### config.mk
export PLATFORM = sky130hd
export DESIGN_NAME = fp32_div_seq
export DESIGN_NICKNAME = d
export VERILOG_FILES = /design/src/rtl/fp32_pkg.sv /design/src/rtl/fp32_classify.sv /design/src/rtl/fp32_div_seq.sv
export SDC_FILE = /design/constraint.sdc
export NUM_CORES = 1
export LEC_CHECK = 0
export CAP_MARGIN = 20
export CORE_MARGIN = 3
export CORE_UTILIZATION = 58
export CTS_BUF_LIST = sky130_fd_sc_hd__clkbuf_16
export DETAILED_ROUTE_END_ITERATION = 10
export PLACE_DENSITY = 0.92
export SLEW_MARGIN = 30
export SYNTH_ARGS = -nofsm -noshare
export SYNTH_HDL_FRONTEND = slang
export SYNTH_SLANG_ARGS = --single-unit
### constraint.sdc
create_clock -name clk -period 6.14 [get_ports clk]
set_input_delay 1.228 -clock clk [delete_from_list [all_inputs] [get_ports clk]]
set_output_delay 1.228 -clock clk [all_outputs]
set_load 0.005 [all_outputs]
### src/rtl/fp32_pkg.sv
//==============================================================================
// fp32_pkg - shared binary32 constants, flag indices, FSM state and operand class
// Revision: 1.0
//==============================================================================
`default_nettype none

package fp32_pkg;

   localparam int          EXP_W = 8;
   localparam int          MAN_W = 23;
   localparam int          BIAS  = 127;
   localparam logic [31:0] QNAN  = 32'h7FC00000;

   localparam int FLAG_INVALID   = 3;
   localparam int FLAG_DIV_ZERO  = 2;
   localparam int FLAG_OVERFLOW  = 1;
   localparam int FLAG_UNDERFLOW = 0;

   typedef enum logic [2:0] {
      ST_IDLE   = 3'd0,
      ST_UNPACK = 3'd1,
      ST_DIV    = 3'd2,
      ST_ROUND  = 3'd3,
      ST_DONE   = 3'd4
   } state_t;

   typedef enum logic [1:0] {
      CLS_ZERO   = 2'd0,
      CLS_NORMAL = 2'd1,
      CLS_INF    = 2'd2,
      CLS_NAN    = 2'd3
   } fp_class_t;

endpackage

`default_nettype wire

### src/rtl/fp32_classify.sv
//==============================================================================
// fp32_classify - combinational binary32 operand decode (class, sign, exp, sig)
// Revision: 1.0
//==============================================================================
`default_nettype none

module fp32_classify
   import fp32_pkg::*;
#(
   parameter int FLUSH_DENORM = 1
) (
   input  logic [31:0]      value,
   output fp_class_t        cls,
   output logic             sign,
   output logic [EXP_W-1:0] exponent,
   output logic [MAN_W:0]   significand
);

   logic [EXP_W-1:0] w_exp;
   logic [MAN_W-1:0] w_frac;
   logic             w_exp_zero;
   logic             w_exp_ones;

   assign w_exp      = value[30:23];
   assign w_frac     = value[22:0];
   assign w_exp_zero = (w_exp == '0);
   assign w_exp_ones = (w_exp == '1);
   assign sign       = value[31];
   assign exponent   = w_exp;

   always_comb begin
      cls         = CLS_NORMAL;
      significand = {1'b1, w_frac};
      if (w_exp_ones) begin
         cls = (w_frac != '0) ? CLS_NAN : CLS_INF;
      end else if (w_exp_zero && (FLUSH_DENORM != 0 || w_frac == '0)) begin
         // Subnormals are read as signed zero.
         cls         = CLS_ZERO;
         significand = '0;
      end else if (w_exp_zero) begin
         significand = {1'b0, w_frac};
      end
   end

endmodule

`default_nettype wire

### src/rtl/fp32_div_seq.sv
//==============================================================================
// fp32_div_seq - sequential binary32 divider, radix-2 restoring, 1 bit/cycle
// Revision: 1.0
//==============================================================================
`default_nettype none

module fp32_div_seq
   import fp32_pkg::*;
#(
   parameter int FLUSH_DENORM = 1
) (
   input  logic        clk,
   input  logic        rst_n,
   input  logic        in_valid,
   output logic        in_ready,
   input  logic [31:0] in1,
   input  logic [31:0] in2,
   output logic        out_valid,
   input  logic        out_ready,
   output logic [31:0] out,
   output logic [3:0]  flags
);

   state_t             r_state;
   state_t             w_state_nxt;
   logic [31:0]        r_a;
   logic [31:0]        r_b;
   logic [24:0]        r_rem;
   logic [24:0]        r_q;
   logic signed [9:0]  r_exp;
   logic [4:0]         r_cnt;
   logic [31:0]        r_out;
   logic [3:0]         r_flags;

   fp_class_t          w_cls_a;
   fp_class_t          w_cls_b;
   logic               w_sign_a;
   logic               w_sign_b;
   logic [EXP_W-1:0]   w_exp_a;
   logic [EXP_W-1:0]   w_exp_b;
   logic [MAN_W:0]     w_sig_a;
   logic [MAN_W:0]     w_sig_b;
   logic               w_sign;

   logic               w_special;
   logic [31:0]        w_spec_out;
   logic [3:0]         w_spec_flags;

   logic               w_ma_lt;
   logic signed [9:0]  w_exp_init;
   logic [24:0]        w_rem_init;

   logic               w_rem_ge;
   logic [24:0]        w_rem_kept;

   logic               w_sticky;
   logic               w_inc;
   logic [23:0]        w_man_sum;
   logic signed [9:0]  w_exp_rnd;
   logic [31:0]        w_rnd_out;
   logic [3:0]         w_rnd_flags;

   fp32_classify #(.FLUSH_DENORM(FLUSH_DENORM)) u_cls_a (
      .value       (r_a),
      .cls         (w_cls_a),
      .sign        (w_sign_a),
      .exponent    (w_exp_a),
      .significand (w_sig_a)
   );

   fp32_classify #(.FLUSH_DENORM(FLUSH_DENORM)) u_cls_b (
      .value       (r_b),
      .cls         (w_cls_b),
      .sign        (w_sign_b),
      .exponent    (w_exp_b),
      .significand (w_sig_b)
   );

   assign w_sign = w_sign_a ^ w_sign_b;

   // Special-operand resolution; the order of the branches is the priority.
   always_comb begin
      w_special    = 1'b1;
      w_spec_out   = QNAN;
      w_spec_flags = 4'h0;
      if (w_cls_a == CLS_NAN || w_cls_b == CLS_NAN) begin
         w_spec_out = QNAN;
      end else if ((w_cls_a == CLS_ZERO && w_cls_b == CLS_ZERO) ||
                   (w_cls_a == CLS_INF  && w_cls_b == CLS_INF)) begin
         w_spec_flags[FLAG_INVALID] = 1'b1;
      end else if (w_cls_a == CLS_NORMAL && w_cls_b == CLS_ZERO) begin
         w_spec_out                  = {w_sign, 8'hFF, 23'h0};
         w_spec_flags[FLAG_DIV_ZERO] = 1'b1;
      end else if (w_cls_a == CLS_INF) begin
         w_spec_out = {w_sign, 8'hFF, 23'h0};
      end else if (w_cls_b == CLS_INF || w_cls_a == CLS_ZERO) begin
         w_spec_out = {w_sign, 31'h0};
      end else begin
         w_special = 1'b0;
      end
   end

   // Pre-normalising the dividend keeps the quotient in [1,2).
   assign w_ma_lt    = (w_sig_a < w_sig_b);
   assign w_rem_init = w_ma_lt ? {w_sig_a, 1'b0} : {1'b0, w_sig_a};
   assign w_exp_init = $signed({2'b00, w_exp_a}) - $signed({2'b00, w_exp_b})
                       + 10'sd127 - $signed({9'b0, w_ma_lt});

   assign w_rem_ge   = (r_rem >= {1'b0, w_sig_b});
   assign w_rem_kept = w_rem_ge ? (r_rem - {1'b0, w_sig_b}) : r_rem;

   assign w_sticky  = (r_rem != '0);
   assign w_inc     = r_q[1] & (r_q[0] | w_sticky | r_q[2]);
   assign w_man_sum = {1'b0, r_q[24:2]} + {23'h0, w_inc};
   assign w_exp_rnd = r_exp + $signed({9'b0, w_man_sum[23]});

   always_comb begin
      w_rnd_flags = 4'h0;
      w_rnd_out   = {w_sign, w_exp_rnd[7:0], w_man_sum[22:0]};
      if (w_exp_rnd >= 10'sd255) begin
         w_rnd_out                   = {w_sign, 8'hFF, 23'h0};
         w_rnd_flags[FLAG_OVERFLOW]  = 1'b1;
      end else if (w_exp_rnd <= 10'sd0) begin
         w_rnd_out                   = {w_sign, 31'h0};
         w_rnd_flags[FLAG_UNDERFLOW] = 1'b1;
      end
   end

   always_ff @(posedge clk or negedge rst_n) begin
      if (!rst_n) begin
         r_state <= ST_IDLE;
      end else begin
         r_state <= w_state_nxt;
      end
   end

   always_comb begin
      w_state_nxt = r_state;
      in_ready    = 1'b0;
      out_valid   = 1'b0;
      case (r_state)
         ST_IDLE: begin
            in_ready = 1'b1;
            if (in_valid) w_state_nxt = ST_UNPACK;
         end
         ST_UNPACK: w_state_nxt = w_special ? ST_DONE : ST_DIV;
         ST_DIV:    if (r_cnt == 5'd0) w_state_nxt = ST_ROUND;
         ST_ROUND:  w_state_nxt = ST_DONE;
         ST_DONE: begin
            out_valid = 1'b1;
            if (out_ready) w_state_nxt = ST_IDLE;
         end
         default:   w_state_nxt = ST_IDLE;
      endcase
   end

   always_ff @(posedge clk or negedge rst_n) begin
      if (!rst_n) begin
         r_a     <= '0;
         r_b     <= '0;
         r_rem   <= '0;
         r_q     <= '0;
         r_exp   <= '0;
         r_cnt   <= '0;
         r_out   <= '0;
         r_flags <= '0;
      end else begin
         case (r_state)
            ST_IDLE: begin
               if (in_valid) begin
                  r_a <= in1;
                  r_b <= in2;
               end
            end
            ST_UNPACK: begin
               if (w_special) begin
                  r_out   <= w_spec_out;
                  r_flags <= w_spec_flags;
               end else begin
                  r_rem <= w_rem_init;
                  r_exp <= w_exp_init;
                  r_q   <= '0;
                  r_cnt <= 5'd25;
               end
            end
            ST_DIV: begin
               // The leading quotient bit (always 1) shifts out the top.
               r_q   <= {r_q[23:0], w_rem_ge};
               r_rem <= w_rem_kept << 1;
               r_cnt <= r_cnt - 5'd1;
            end
            ST_ROUND: begin
               r_out   <= w_rnd_out;
               r_flags <= w_rnd_flags;
            end
            default: ;
         endcase
      end
   end

   assign out   = r_out;
   assign flags = r_flags;

endmodule

`default_nettype wire
==> flow_metrics.tcl, run 1 <==
set metrics [dict create \
    status "complete, no violations" \
    hold_buffers 0 \
    die_h_um 142 \
    final_antenna_net_count 0 \
    rr_worst_depth 20 \
    cts_tree "done" \
    yosysTopAreaCell "dfrtp_1" \
    dpl_cell_area_sq_um 12000 \
    cts_max_level 4 \
    synth_xor_area_share_pct 5.03 \
    io_pins 106 \
    antenna_found_initial 0 \
    synthAdderAreaFrac_pct 7.97 \
    diodes 0 \
    drive_gt1_share_pct 9.76 \
    grt_pass1_vias 9538 \
    grt_usage_pct 29.1 \
    crit_path_end_kind "flip-flop" \
    cp.required_ns 6.47 \
    via_count 9707 \
    min_path_cells 2 \
    worst_pin_slew_ns 0.868 \
    wire_per_inst_um 19.3 \
    synthDistinctLibCells 80 \
    r2r_setup_slack_ns 0.72 \
    async_flop_share_pct 100 \
    cp.arrival_ns 5.74 \
    fp.dieW_um 142 \
    post_cts_buffers 0 \
    core_sq_um 18100 \
    synth_top_family_by_area "compound AO/OA/AOI/OAI gates" \
    path_clk_slew_ns 0.07 \
    route.detailed.drc 0 \
    min_period_ns 5.42 \
    worst_clock_skew_ns 0.0103 \
    fin_crit_sh_pct 88.2 \
    cts_buffers 17 \
    ctsResizeCount 0 \
    gp_congestion 0.997 \
    final_area_sq_um 12600 \
    synth-compound-area-share_pct 18.4 \
    syn_avg_cell_area_sq_um 9.13 \
    synth_top_area_share_pct 38.9 \
    maxCapViolCount 0 \
    num_rows 49 \
    cts_sinks 168 \
    yosysMostFrequentCell "dfrtp_1" \
    drt_wl_total_mm 28.9 \
    insertion_delay_ns 0.44 \
    netlist_instances 1182 \
    dieArea_sq_um 20300 \
    final_max_slew_viol_count 0 \
    synthesis.area_sq_um 10800 \
    ys_warn_count 0 \
    worst_slew_margin_rel_pct 41.9 \
    portBuffers 105 \
    gr-total-overflow 0 \
    synth_area_leaders "dfrtp_1 39%, ha_1 7.4%, mux2_2 5.8%" \
    grt_start_max_net_pins 123 \
    ys_ff_latch 168 \
    synthTopCellsByCount "168 x dfrtp_1, 162 x nand2_1, 103 x o21ai_0, 70 x a21oi_1, 64 x ha_1" \
    dominantRegCellSynth "dfrtp_1" \
    yosys.area_share.simple_pct 18.3 \
    dr.pass1.iters 6 \
    hold_viol 0 \
    area_growth_pct 16.4 \
    finalNetCount 1394 \
    dpl.hpwl_mm 20.9 \
    finalSetupViolations 0 \
    timing.fmax_mhz 185 \
    hold_class "reg -> reg" \
    via_per_inst 6.47 \
    synth_edf_count 0 \
    cts_root_buffer "clkbuf_16" \
    synth_seq_area_share_pct 38.9 \
    tns_ns 0 \
    synth_mux_area_share_pct 7.34 \
    initial_core_util_pct 59.5 \
    startpoint_type "flip-flop" \
    grt_first_pass_wirelength_mm 47.8 \
    critPathKind "reg -> reg" \
    rsz0062_at_grt "false" \
    synth_nets 1317 \
    drt-initial-drc-count 957 \
    worstPathMaxFanout 14 \
    cts_buffer_depth 2 \
]
[layout make-up]
class / count / area [sq um]
Clock buffer: 17 / 425
Fill cell: 1356 / 5580
Tap cell: 229 / 287
Clock inverter: 14 / 121
Timing Repair Buffer: 116 / 1160
Sequential cell: 168 / 4200
Inverter: 53 / 199
Multi-Input combinational cell: 903 / 6170
[flip-flops by register name (all words and copies together), names as in the netlist]
| signal | cells |
|---|---|
| r_a | 32 |
| r_rem | 25 |
| r_state | 3 |
| r_b | 32 |
| r_q | 25 |
| r_cnt | 5 |
| flags | 4 |
| out | 32 |
| r_exp | 10 |
[routing by layer]
| metal | vias to the layer above | track usage (%) | part of all wire, % |
|---|---|---|---|
| met5 | - | 0 | 0 |
| met2 | 578 | 46.7 | 46 |
| met4 | 0 | 11.9 | 3.7 |
| met3 | 90 | 5.85 | 9.0 |
| li1 | 4443 | - | - |
| met1 | 4596 | 38.9 | 41 |
[placed cells by master, fill, tap and decap left out, types with 20 or more instances in the layout]
cell type and count:
nor4_1 21, xnor2_1 29, inv_1 53, nand2_1 162, nand3_1 47, mux2_2 56, ha_1 64, a21oi_1 69
and2_1 20, nor3_1 35, dfrtp_1 168, xor2_1 33, clkdlybuf4s50_1 104, nor2_1 38, nand4_1 29, o21ai_0 103
[path summary, 6_finish.rpt]
check / startpoint / to
worst max-delay path: r_a[24] / r_exp[9]
worst min-delay path: out[11] / out[11]
worst max register to register: r_a[24] / r_exp[9]
worst min register to register: out[11] / out[11]
max in group asynchronous: rst_n / r_rem[12]
min in group asynchronous: rst_n / out[20]
[worst max-delay path: stages, from the launching register on]
cell      delay, ns
dfrtp_1        0.46
or4_1          0.62
or2_0          0.52
and2_1         0.34
ha_1           0.33
nand4_1        0.15
or4_1          0.55
a31oi_1        0.22
nand2_1        0.10
o211ai_2       0.23
ha_1           0.21
ha_1           0.16
inv_1          0.05
fa_1           0.39
inv_1          0.07
a21oi_1        0.06
o21bai_1       0.19
a21oi_1        0.09
o21bai_1       0.21
a211oi_1       0.12
a22o_1         0.22
[metrics by stage]
step / hold WS (ns) / util [%] / setup WS [ns] / instances
after CTS: 0.489 / 69.1 / 0.825 / 1499
after global placement: 0.462 / 66.1 / 1.10 / 1468
after floorplan: 0.452 / - / 0.991 / 1182
after detailed placement: 0.474 / 66.1 / 0.865 / 1468
final: 0.482 / 69.2 / 0.725 / 1500
after global routing: 0.503 / 69.2 / 0.466 / 1500
[logic make-up after synthesis]
family          Yosys count
simple gates            405
flops                   168
compound gates          297
buf+inv                 111
fa+ha+maj                67
xor+xnor                 62
mux                      72
Power of run 1 is not shown: default switching activity piles up to over one toggle a cycle in this logic, so the estimate is an artifact.
==> inputs of run 2 (changes only) <==
--- a/config.mk
+++ b/config.mk
@@ -11,6 +11,7 @@
 export CTS_BUF_LIST = sky130_fd_sc_hd__clkbuf_16
 export DETAILED_ROUTE_END_ITERATION = 10
 export PLACE_DENSITY = 0.92
+export SETUP_SLACK_MARGIN = 0.02
 export SLEW_MARGIN = 30
 export SYNTH_ARGS = -nofsm -noshare
 export SYNTH_HDL_FRONTEND = slang
==> results of run 2 <==
No change in the layout: final DEF, timing and power equal those of run 1.
Power of run 2 is left out for the same reason.
==> RTL change 1, RTL diff (config.mk and constraints of run 1) <==
The 5 states of `state_t` get a one-hot encoding in 5 bits.
--- a/src/rtl/fp32_pkg.sv
+++ b/src/rtl/fp32_pkg.sv
@@ -16,12 +16,12 @@
    localparam int FLAG_OVERFLOW  = 1;
    localparam int FLAG_UNDERFLOW = 0;
 
-   typedef enum logic [2:0] {
-      ST_IDLE   = 3'd0,
-      ST_UNPACK = 3'd1,
-      ST_DIV    = 3'd2,
-      ST_ROUND  = 3'd3,
-      ST_DONE   = 3'd4
+   typedef enum logic [4:0] {
+      ST_IDLE   = 5'b00001,
+      ST_UNPACK = 5'b00010,
+      ST_DIV    = 5'b00100,
+      ST_ROUND  = 5'b01000,
+      ST_DONE   = 5'b10000
    } state_t;
 
    typedef enum logic [1:0] {
Check against the original RTL: same outputs for any inputs over 4 cycles, from zero or initial values and one cycle with rst_n low; so few cycles prove little.
==> RTL change 1 against run 1 <==
  * Synthesized area shrank 0.27%
  * Worst setup slack gained 0.29 ns
  * Cell area shrank 0.54%
  * Utilization shrank 0.14 points
  * Sequential cell count grew 2
  * Die area shrank 0.25%
  * Routed wire length shrank 4.4%
  * Global-route usage shrank 1.2 points
  * Critical endpoint unchanged
==> RTL change 1: results (changes against run 1) <==
Status:
- The run finished with clean final reports.

Placement:
- The routability congestion estimate from global placement was 0.962 (-3.5%).
- The number of placed instances, taps included came to 1559 (+6.2%).
- The estimated wirelength of the detail-placed design was 20200 um (-3.3%).
- The placement-stage cell area came to 11900 um2 (-0.59%).

Power and ir drop:
- The worst-case IR drop observed on VDD is 0.400 mV.

Clock network:
- The number of levels in the clock H-tree is 4 (unchanged).
- The number of setup buffers added after CTS is 0 (unchanged).
- The clock-pin slew of the registers on the worst-case setup and hold paths came to 0.07 ns (about the same).
- The later-pin clock latency in the skew report is 0.44 ns (about the same).

Cells and area:
- The count of fill cells added during filler insertion is 1399 (+3.2%).
- The share of cells above drive strength 1 came to 4.55% (-5.2 points).
- The number of diodes added for antenna fixing is 0 (unchanged).
- The final layout net count was 1484 (+6.5%).

Synthesis:
- The sequential cell area fraction in the yosys report is 39.5% (+0.58 points).
- The flip-flop cell with the highest count after synthesis is sky130_fd_sc_hd__dfrtp_1.
- The proportion of synthesized flip-flops having asynchronous set or reset was 100% (unchanged).
- Ranked by total cell area, the synthesized netlist is headed by sky130_fd_sc_hd__dfrtp_1 39%, sky130_fd_sc_hd__nand2_1 12%, sky130_fd_sc_hd__ha_1 7.4%, sky130_fd_sc_hd__o21ai_0 4.2%, sky130_fd_sc_hd__xnor2_1 2.8%.
- The average cell area after synthesis is 8.42 um2 (-7.8%).
- The count of cell types in the netlist is 74 (-7.5%).
- In the synthesized netlist, the cells that appear most often are 340 x sky130_fd_sc_hd__nand2_1, 169 x sky130_fd_sc_hd__dfrtp_1, 90 x sky130_fd_sc_hd__o21ai_0, 64 x sky130_fd_sc_hd__ha_1, 49 x sky130_fd_sc_hd__clkbuf_1.
- The post-synth net total is 1414 (+7.4%).

Global route:
- The number of antenna violations at the first check in global routing was 0 (unchanged).
- The via count of the first global-routing pass is 9442 (-1.0%).
- The wire length of the first global-routing pass is 46100 um (-3.5%).
- The maximum number of pins on one net before global-route repair is 111 (-9.8%).
- The overall routing resource usage is 28.0% (-1.2 points).

Setup path:
- The biggest cell delay along the critical path was 0.44 ns (-0.18 ns).
- The critical path arrival came to 5.50 ns (-0.24 ns).
- The count of cells along the worst register-to-register path is 22 (+10%).
- The largest individual stage delay along the critical path comes from the cell sky130_fd_sc_hd__dfrtp_1.
- The largest driver fanout on the critical path is 29 (+15).
- The kind of cell with the highest combined delay along the critical path is compound AO/OA/AOI/OAI gates.

STA:
- The worst relative slew slack is 44.0% (+2.1 points).
- The clock skew is 0.00895 ns (-0.00136 ns).

Route:
- The total via count after detailed routing was 9689 (-0.19%).
- The number of violations reported at the end of detailed-routing iteration 0 is 861 (-10%).
- The iteration count of the initial detailed-routing pass was 7 (+1).
- The average via count per standard cell came to 6.09 (-5.9%).
- The total detailed-routing wirelength is 27700 um (-4.4%).

Min path:
- The classification of the worst-slack hold path is flip-flop to flip-flop.
- The depth of the worst hold-timing path is 2 (unchanged).
[RTL change 1: per-layer routing]
| layer | up-vias | wire length (um) | global-route usage, % | share of wire, % |
|---|---|---|---|---|
| li1 | 4622 | - | - | - |
| met1 | 4581 | 12100 | 39.9 | 44 |
| met2 | 432 | 12700 | 43.8 | 46 |
| met3 | 54 | 2170 | 4.70 | 7.8 |
| met4 | 0 | 635 | 9.04 | 2.3 |
| met5 | - | 0 | 0 | 0 |
[RTL change 1: final cells by class]
cell class                      count  area share, %
Clock inverter                     15           1.19
Sequential cell                   170           34.1
Clock buffer                       17           3.40
Multi-Input combinational cell   1002           48.8
Timing Repair Buffer              112           8.86
Inverter                           46           1.43
Tap cell                          229           2.29
[RTL change 1: cell families after synthesis]
kind of cell	Yosys count	synth area share [%]
buffers and inverters	107	3.94
flip-flops	170	39.5
AO/OA/AOI/OAI	265	16.1
AND/OR/NAND/NOR	574	24.2
multiplexers	33	3.15
adder cells (fa/ha/maj)	67	8.00
XOR/XNOR	63	5.13
[RTL change 1: power groups by stage]
| stage | Clock, uW | Combinational, uW | Sequential (uW) |
|---|---|---|---|
| final | 1070 | 4800 | 1960 |
| after global routing | 1130 | 5290 | 2000 |
| after detailed placement | 0 | 4680 | 1950 |
| after global placement | 0 | 4510 | 1930 |
| after CTS | 1080 | 4730 | 1930 |
| after floorplan | 0 | 3700 | 1770 |
[RTL change 1: metrics by stage]
step | hold slack, ns | utilization (%) | setup WS [ns] | power (uW)
floorplan | 0.452 | - | 1.16 | 5480
global placement | 0.461 | 65.9 | 1.08 | 6450
CTS | 0.485 | 69.1 | 0.897 | 7740
finish | 0.482 | 69.1 | 1.01 | 7830
detailed placement | 0.469 | 65.9 | 0.967 | 6630
global route | 0.506 | 69.1 | 0.590 | 8420
[RTL change 1: worst paths after layout]
path,start,endpoint,slack (ns)
max,r_a[24],r_exp[9],1.01
min,flags[1],flags[1],0.48
max reg2reg,r_a[24],r_exp[9],1.01
min reg2reg,flags[1],flags[1],0.48
max in group asynchronous,rst_n,r_b[9],3.91
min in group asynchronous,rst_n,out[17],0.90
==> RTL change 2, RTL diff (config.mk and constraints of run 1) <==
Made on the original files. Put one more register stage on the output `flags`. The value now appears one clock later. The other outputs are not delayed to match.
--- a/src/rtl/fp32_div_seq.sv
+++ b/src/rtl/fp32_div_seq.sv
@@ -199,7 +199,9 @@
    end
 
    assign out   = r_out;
-   assign flags = r_flags;
+   always_ff @(posedge clk) begin
+      flags <= r_flags;
+   end
 
 endmodule
 
Formal check against the unedited RTL: not equivalent (a bounded check fails within 4 cycles, from zero or initial values and one cycle with rst_n low).
==> RTL change 2 against run 1 <==
  * Worst hold slack got worse by 0.11 ns
  * Synthesized area fell by 2.9%
  * Worst setup slack improved by 0.14 ns
  * Non-clock buffer count grew 2
  * Routed wire length fell by 7.5%
  * Die area down 2.8%
  * Cell area is 1.9% lower
  * Sequential cell count increased by 4
  * Synthesized cell count is 8.0% lower
  * Highest routed layer unchanged
Power is not shown: default switching activity piles up to over one toggle a cycle in this logic, so the estimate is an artifact.
==> RTL change 2: results (changes against run 1) <==
Synthesis:
- The total of warnings raised by yosys is 0 (unchanged).
- The sequential cell area fraction in the yosys report came to 40.9% (+1.9 points).
- The proportion of synthesized flip-flops having asynchronous set or reset is 97.7% (-2.3 points).
- The count of cell types in the netlist came to 70 (-13%).
- By count the netlist is led by 168 x sky130_fd_sc_hd__dfrtp_1, 126 x sky130_fd_sc_hd__nand2_1, 64 x sky130_fd_sc_hd__ha_1, 63 x sky130_fd_sc_hd__o21ai_0, 60 x sky130_fd_sc_hd__mux2_2.
- The post-synth net total was 1223 (-7.1%).
- By area the synthesized netlist is led by sky130_fd_sc_hd__dfrtp_1 40%, sky130_fd_sc_hd__ha_1 7.6%, sky130_fd_sc_hd__mux2_2 6.4%, sky130_fd_sc_hd__nand2_1 4.5%, sky130_fd_sc_hd__o21ai_0 3.0%.

Clock network:
- The post-cts sizing count was 0 (unchanged).
- The clock-pin slew of the registers on the worst-case setup and hold paths was 0.07 ns (about the same).
- The maximum buffer depth of the clock tree was 2 (unchanged).
- The number of setup buffers added after CTS is 0 (unchanged).
- The clock reaches the later pin of the worst-skew pair after 0.43 ns.
- The clock tree root driver cell is sky130_fd_sc_hd__clkbuf_16.

Route:
- The routed length on met2 is 12700 um (-5.3%).
- The number of violations reported at the end of detailed-routing iteration 0 came to 829 (-13%).
- The average via count per standard cell was 6.38 (-1.4%).
- The iteration count of the initial detailed-routing pass is 6 (unchanged).
- The routed wire length per instance came to 18.9 um (-1.9%).
- The met3 wire length is 2150 um (-18%).
- The met1 wire length is 11000 um (-7.1%).

Global route:
- The met1 usage was 37.1% (-1.8 points).
- The via count of the first global-routing pass is 8626 (-9.6%).
- The met2 demand-to-capacity share in global routing is 43.3% (-3.4 points).
- The maximum number of pins on one net before global-route repair is 68 (-45%).
- The met3 track demand over resource came to 4.85% (-1.0 points).
- The overall routing resource usage was 27.3% (-1.9 points).
- The wire length of the first global-routing pass is 43700 um (-8.4%).

Placement:
- The routability congestion estimate from global placement came to 0.958 (-3.9%).
- The placement-stage worst setup slack is 1.07 ns (+0.201 ns).
- The number of port buffers came to 105 (unchanged).
- The estimated wirelength of the detail-placed design is 19300 um (-7.6%).

Setup path:
- The largest driver fanout on the critical path is 28 (+14).
- The critical path arrival is 5.56 ns (-0.18 ns).
- The biggest cell delay along the critical path is 0.57 ns (-0.05 ns).
- The slowest stage of the critical path is the sky130_fd_sc_hd__or2_1 cell.
- The kind of cell with the highest combined delay along the critical path is compound AO/OA/AOI/OAI gates.

STA:
- The worst relative slew slack came to 42.7% (+0.77 points).
- The clock skew is 0.00916 ns (-0.00116 ns).

Cells and area:
- The count of fill cells added during filler insertion is 1210 (-11%).
- The share of cells above drive strength 1 was 10.5% (+0.75 points).
- The final layout net count is 1312 (-5.9%).

Status:
- The flow ran to the end, and the final reports show no timing, DRC or antenna violations.
==> RTL change 2: final cells by class <==
type	count	area [um2]	area share, %
Timing Repair Buffer	118	1150	9.33
Sequential cell	172	4280	34.8
Clock inverter	15	184	1.49
Tap cell	225	282	2.28
Multi-Input combinational cell	818	5810	47.2
Inverter	50	188	1.52
Clock buffer	17	425	3.45
==> RTL change 2: path summary, 6_finish.rpt <==
check	startpoint	to	slack, ns	cells after the start
min in group asynchronous	rst_n	r_q[24]	0.78	1
min	r_flags[1]	flags[1]	0.37	0
max reg2reg	r_a[27]	r_exp[8]	0.86	21
max in group asynchronous	rst_n	r_b[6]	4.25	2
min reg2reg	r_flags[1]	flags[1]	0.37	0
max	r_a[27]	r_exp[8]	0.86	21
==> RTL change 2: kinds of logic (layout without fill, tap and decap cells) <==
kind of cell / after synthesis / in the layout / synth area share, %
AND/OR/NAND/NOR: 327 / 327 / 15.0
buffers and inverters: 98 / 200 / 3.76
XOR/XNOR: 65 / 65 / 5.43
adder cells (fa/ha/maj): 68 / 68 / 8.31
AO/OA/AOI/OAI: 271 / 271 / 17.6
multiplexers: 87 / 87 / 9.03
flip-flops: 172 / 172 / 40.9
==> RTL change 2: per-stage QoR <==
stage / cell area, um2 / hold WS (ns) / std cells
final: 12300 / 0.374 / 1415
after global routing: 12300 / 0.400 / 1415
after CTS: 12300 / 0.377 / 1415
after detailed placement: 11700 / 0.362 / 1383
after global placement: 11700 / 0.356 / 1383
after floorplan: 10500 / 0.347 / 1088
==> RTL change 2: worst reg2reg max path, stage by stage (launching register included) <==
cell and delay [ns]:
sky130_fd_sc_hd__dfrtp_1 0.41, sky130_fd_sc_hd__or4_1 0.56, sky130_fd_sc_hd__or2_1 0.57, sky130_fd_sc_hd__nand2_1 0.29, sky130_fd_sc_hd__inv_1 0.08, sky130_fd_sc_hd__ha_1 0.31
sky130_fd_sc_hd__a21o_1 0.20, sky130_fd_sc_hd__a2111o_1 0.42, sky130_fd_sc_hd__nand4_1 0.16, sky130_fd_sc_hd__o211ai_1 0.12, sky130_fd_sc_hd__nor2_1 0.22, sky130_fd_sc_hd__o21ai_4 0.10
sky130_fd_sc_hd__ha_1 0.20, sky130_fd_sc_hd__ha_1 0.19, sky130_fd_sc_hd__a21o_1 0.18, sky130_fd_sc_hd__a21oi_1 0.23, sky130_fd_sc_hd__o21bai_1 0.09, sky130_fd_sc_hd__a21oi_1 0.22
sky130_fd_sc_hd__o21bai_1 0.10, sky130_fd_sc_hd__a21oi_1 0.17, sky130_fd_sc_hd__xor2_1 0.20, sky130_fd_sc_hd__o21ai_0 0.11
